[src/rtl/multi_debouncer.sv]
// Multi-channel debouncer: 2-flop synchroniser, tick-gated stability filter, edge strobes.
// Optional long-press detect is built only when MULTI_DEBOUNCER_LONG_PRESS_EN is defined.
module multi_debouncer #(
  parameter int unsigned CHANNELS    = 4,
  parameter int unsigned THRESH      = 500000,
  parameter int unsigned CNT_W       = 20,
  parameter logic        RESET_LEVEL = 1'b1,
  parameter int unsigned LONG_THRESH = 50000000,
  parameter int unsigned LONG_W      = 26
) (
  input  logic                clk,
  input  logic                rst,
  input  logic                tick,
  input  logic [CHANNELS-1:0] raw_in,
  output logic [CHANNELS-1:0] db_level,
  output logic [CHANNELS-1:0] db_rise,
  output logic [CHANNELS-1:0] db_fall,
  output logic [CHANNELS-1:0] long_press
);

  localparam logic [CHANNELS-1:0] IDLE     = {CHANNELS{RESET_LEVEL}};
  localparam logic [CNT_W-1:0]    CNT_LAST = CNT_W'(THRESH - 1);

  if ((64'(1) << CNT_W) <= 64'(THRESH)) begin : gBadCntW
    $error("CNT_W too narrow for THRESH");
  end
  if ((64'(1) << LONG_W) <= 64'(LONG_THRESH)) begin : gBadLongW
    $error("LONG_W too narrow for LONG_THRESH");
  end

  logic [CHANNELS-1:0] s1;
  logic [CHANNELS-1:0] s2;
  logic [CNT_W-1:0]    cnt [CHANNELS];

  always_ff @(posedge clk or posedge rst) begin
    if (rst) begin
      s1 <= IDLE;
      s2 <= IDLE;
    end else begin
      s1 <= raw_in;
      s2 <= s1;
    end
  end

  // Any sample agreeing with the current level restarts qualification.
  always_ff @(posedge clk or posedge rst) begin
    if (rst) begin
      db_level <= IDLE;
      db_rise  <= '0;
      db_fall  <= '0;
      for (int unsigned i = 0; i < CHANNELS; i++) cnt[i] <= '0;
    end else begin
      for (int unsigned i = 0; i < CHANNELS; i++) begin
        db_rise[i] <= 1'b0;
        db_fall[i] <= 1'b0;
        if (s2[i] == db_level[i]) begin
          cnt[i] <= '0;
        end else if (tick) begin
          if (cnt[i] == CNT_LAST) begin
            db_level[i] <= s2[i];
            cnt[i]      <= '0;
            db_rise[i]  <= s2[i];
            db_fall[i]  <= ~s2[i];
          end else begin
            cnt[i] <= cnt[i] + 1'b1;
          end
        end
      end
    end
  end

`ifdef MULTI_DEBOUNCER_LONG_PRESS_EN
  localparam logic [LONG_W-1:0] LONG_LAST = LONG_W'(LONG_THRESH - 1);

  logic [LONG_W-1:0]   longCnt [CHANNELS];
  logic [CHANNELS-1:0] longFired;

  // Counter saturates at LONG_LAST; longFired limits the strobe to one per press.
  always_ff @(posedge clk or posedge rst) begin
    if (rst) begin
      long_press <= '0;
      longFired  <= '0;
      for (int unsigned i = 0; i < CHANNELS; i++) longCnt[i] <= '0;
    end else begin
      for (int unsigned i = 0; i < CHANNELS; i++) begin
        long_press[i] <= 1'b0;
        if (db_level[i] == RESET_LEVEL) begin
          longCnt[i]   <= '0;
          longFired[i] <= 1'b0;
        end else if (longCnt[i] != LONG_LAST) begin
          longCnt[i] <= longCnt[i] + 1'b1;
        end else if (!longFired[i]) begin
          long_press[i] <= 1'b1;
          longFired[i]  <= 1'b1;
        end
      end
    end
  end
`else
  assign long_press = '0;
`endif

endmodule

[config.mk]
export PLATFORM = sky130hd
export DESIGN_NAME = multi_debouncer
export DESIGN_NICKNAME = d
export VERILOG_FILES = /design/src/rtl/multi_debouncer.sv
export SDC_FILE = /design/constraint.sdc
export NUM_CORES = 1
export LEC_CHECK = 0
export BUFFER_PORTS_ARGS = -buffer_cell sky130_fd_sc_hd__buf_4
export CELL_PAD_IN_SITES_DETAIL_PLACEMENT = 0
export CELL_PAD_IN_SITES_GLOBAL_PLACEMENT = 1
export CORE_ASPECT_RATIO = 0.8
export CORE_MARGIN = 2
export CORE_UTILIZATION = 43
export DETAILED_ROUTE_END_ITERATION = 16
export MAX_ROUTING_LAYER = met4
export PLACE_DENSITY_LB_ADDON = 0.1
export REMOVE_ABC_BUFFERS = 1
export SETUP_SLACK_MARGIN = 0.02
export SLEW_MARGIN = 0
export SYNTH_ARGS = -nofsm -noshare
export SYNTH_HDL_FRONTEND = slang
export SYNTH_SLANG_ARGS = --single-unit
[constraint.sdc]
create_clock -name clk -period 3 [get_ports clk]
set_clock_uncertainty 0.2 [all_clocks]
set_input_delay 0.3 -clock clk [delete_from_list [all_inputs] [get_ports clk]]
set_output_delay 0.3 -clock clk [all_outputs]
set_load 0.02 [all_outputs]
==> metrics <==
core area=12300 µm²; largest net degree at the start of global routing=54; simple-gate share of the synthesized area=29.3%; most common cell after layout, fill and taps aside=dfrtp_1; max cap viols=0; wire per inst=16.0 µm; clk buf depth=2; post-route minimum period=2.41 ns; Die X-Extent=130 µm; Clk Latency, worst-skew pair=0.36 ns; Initial Utilization=44.5%; CTS Sinks=100; DRC=0; DRT Pass-1 Iters=5; via/cell ratio=5.79; Synth Area in Adders=0.914%; Worst-path clk slew=0.07 ns; final WL=12600 µm; DP HPWL=8720 µm; Pleak=2.50 nW; Worst path slowest cell=dfstp_2; antenna-violating nets left=0; worst setup margin=0.593 ns; worst-path maximum fanout=9; #FFs+latches synth=100; Slew @ Worst Pin=1.08 ns; htree depth=3; Hold Path Class=reg -> reg; port bufs=18; Setup Crit Path Kind=reg -> reg; GP Congestion=0.839; Slew headroom=27.9%; postcts setup bufs=0; Synth Area in XOR/XNOR=3.18%; final std cells w/o fill=788; floorplan row count=36; final period utilization=80.2%; Root Driver=clkbuf_16; max-slew violations=0; number of global-route vias before repair=4260; TritonCTS Buffers=9; design area=6110 µm²; main combinational cell family by area after synthesis=simple AND/OR/NAND/NOR gates; Worst path max stage delay=0.56 ns; diode count=0; distinct cell type count after synthesis=75; Post-Syn Instances=596; Setup Total Neg Slack=0 ns; compound-cell area share of the yosys netlist=12.8%; mux contribution to synthesized area=3.61%; initial drt markers=342; vias=4563; DIE HEIGHT=105 µm; Inst Count DP=768; WP data required=3.08 ns; Startpoint Class=flip-flop; all-layer global routing usage=20.3%; run status=finished clean; critical path endpoint category=flip-flop; Area after DPL=5780 µm²; pre-CTS setup slack=0.600 ns; Total Die Area=13700 µm²; Total Nets Final=624; Primary FF master, synth=dfrtp_1; pwr/cell area=441 nW/µm²; Peak supply drop=0.000288 V; CP Cell Sequence=xnor2_1, nor2_1, o21ai_1, buf_4, or3_1, o21ai_0; CTS tree=yes; warnings from Yosys=0; initial antenna violation count=0; synthesized area per cell=9.19 µm²; critical path arrival=2.48 ns; Post-synth EDFFs=0; fraction of layout cells with a size suffix above 1=12.0%; Hold Vio Cnt, Final=0; Area Overhead vs Synth=11.7%; most frequent cells in the layout=88 x dfrtp_1, 68 x nand2_1, 54 x nand3_1; Synth Cell Area=5480 µm²; GR Overflow Total=0; Fmax=416 MHz; Seq/Total Area, Yosys=46.0%; num ports=23; Synth async-reset ratio=100%; first-pass GRT wire length=21500 µm; setup violators final=0; RSZ-0062 raised after global routing=false
[flip-flops by register name, summed over array words and instances, names as in the netlist]
name      cells
db_level      4
cnt          80
db_rise       4
s1            4
db_fall       4
s2            4
[logic make-up after synthesis]
kind of cell	after synthesis
multiplexers	19
other	1
AO/OA/AOI/OAI	106
AND/OR/NAND/NOR	294
buffers and inverters	53
flip-flops	100
adder cells (fa/ha/maj)	4
XOR/XNOR	19
[per-layer routing]
metal	part of all wire [%]	GRT usage, %	wire, µm
met3	3.7	5.12	461
met1	51	29.1	6410
met2	45	28.4	5620
met4	1.0	6.07	129
met5	0	-	0
[per-stage QoR]
stage | power, mW | util [%] | hold slack [ns]
6_report | 2.70 | 49.7 | 0.160
3_5_place_dp | 1.57 | 47.0 | 0.152
5_1_grt | 2.81 | 49.7 | 0.165
4_1_cts | 2.74 | 49.7 | 0.161
3_3_place_gp | 1.56 | 47.0 | 0.150
2_1_floorplan | 1.50 | - | 0.104
[synth_stat cells (6+ instances only)]
cell      number  share of area [%]
nor3b_1        8                1.1
nor4_1        11                1.3
xor2_1        12                1.9
nand2_1       68                4.7
or4_1          7               0.96
dfstp_2       12                5.8
and4_1         9                1.4
or3_1         15                1.7
a21o_1         9                1.2
o21ai_0       20                1.8
buf_2         11                1.0
clkbuf_1      12               0.82
a22o_1         6               0.96
and3_1         7               0.80
nand3_1       54                4.9
nor4b_1        6               0.96
inv_1         23                1.6
dfrtp_1       88                 40
xnor2_1        6               0.96
mux2i_1       13                2.4
nor2_1        30                2.1
nor3_1        22                2.0
a21oi_1       29                2.7
nand4_1       32                3.7
[area by class of cell]
class | count | area, µm²
clock buffers | 10 | 229
clock inverters | 5 | 55.1
fillers | 1151 | 6180
inverters | 23 | 88.8
multi-input cells | 446 | 2740
flip-flops and latches | 100 | 2520
well taps | 171 | 214
repair buffers | 33 | 273
[critical path, delay by kind of cell, from the launching register on]
family / cells / cell delay (ns)
AOI/OAI and AO/OA: 2 / 0.41
DFF: 1 / 0.56
buffers and inverters: 1 / 0.26
and+or+nand+nor: 2 / 0.70
xor gates and xnor gates: 1 / 0.20
[what timing repair did]
| item | 4_1_cts | 5_1_grt |
|---|---|---|
| hold buffers | 5 | 0 |
| endpoints found under the hold margin | 50 | 0 |
| gates resized for setup | 0 | 0 |
[worst paths after layout]
| path | start | depth (start not counted) | slack [ns] | to |
|---|---|---|---|---|
| worst min register to register | s1[1] | 0 | 0.16 | s2[1] |
| worst min-delay path | s1[1] | 0 | 0.16 | s2[1] |
| worst max-delay path | s2[0] | 6 | 0.59 | cnt[78] |
| max in group asynchronous | rst | 4 | 1.44 | db_level[1] |
| min in group asynchronous | rst | 3 | 0.42 | cnt[79] |
| worst max register to register | s2[0] | 6 | 0.59 | cnt[78] |
[where the power goes]
| group | leakage, nW | total, mW | switching [mW] | internal (mW) |
|---|---|---|---|---|
| Combinational | 1.02 | 0.159 | 0.107 | 0.0513 |
| Clock | 0.134 | 1.15 | 0.512 | 0.639 |
| Sequential | 1.35 | 1.39 | 0.0177 | 1.37 |
| Total | 2.50 | 2.70 | 0.637 | 2.06 |
(Power assumes the default switching activity.)
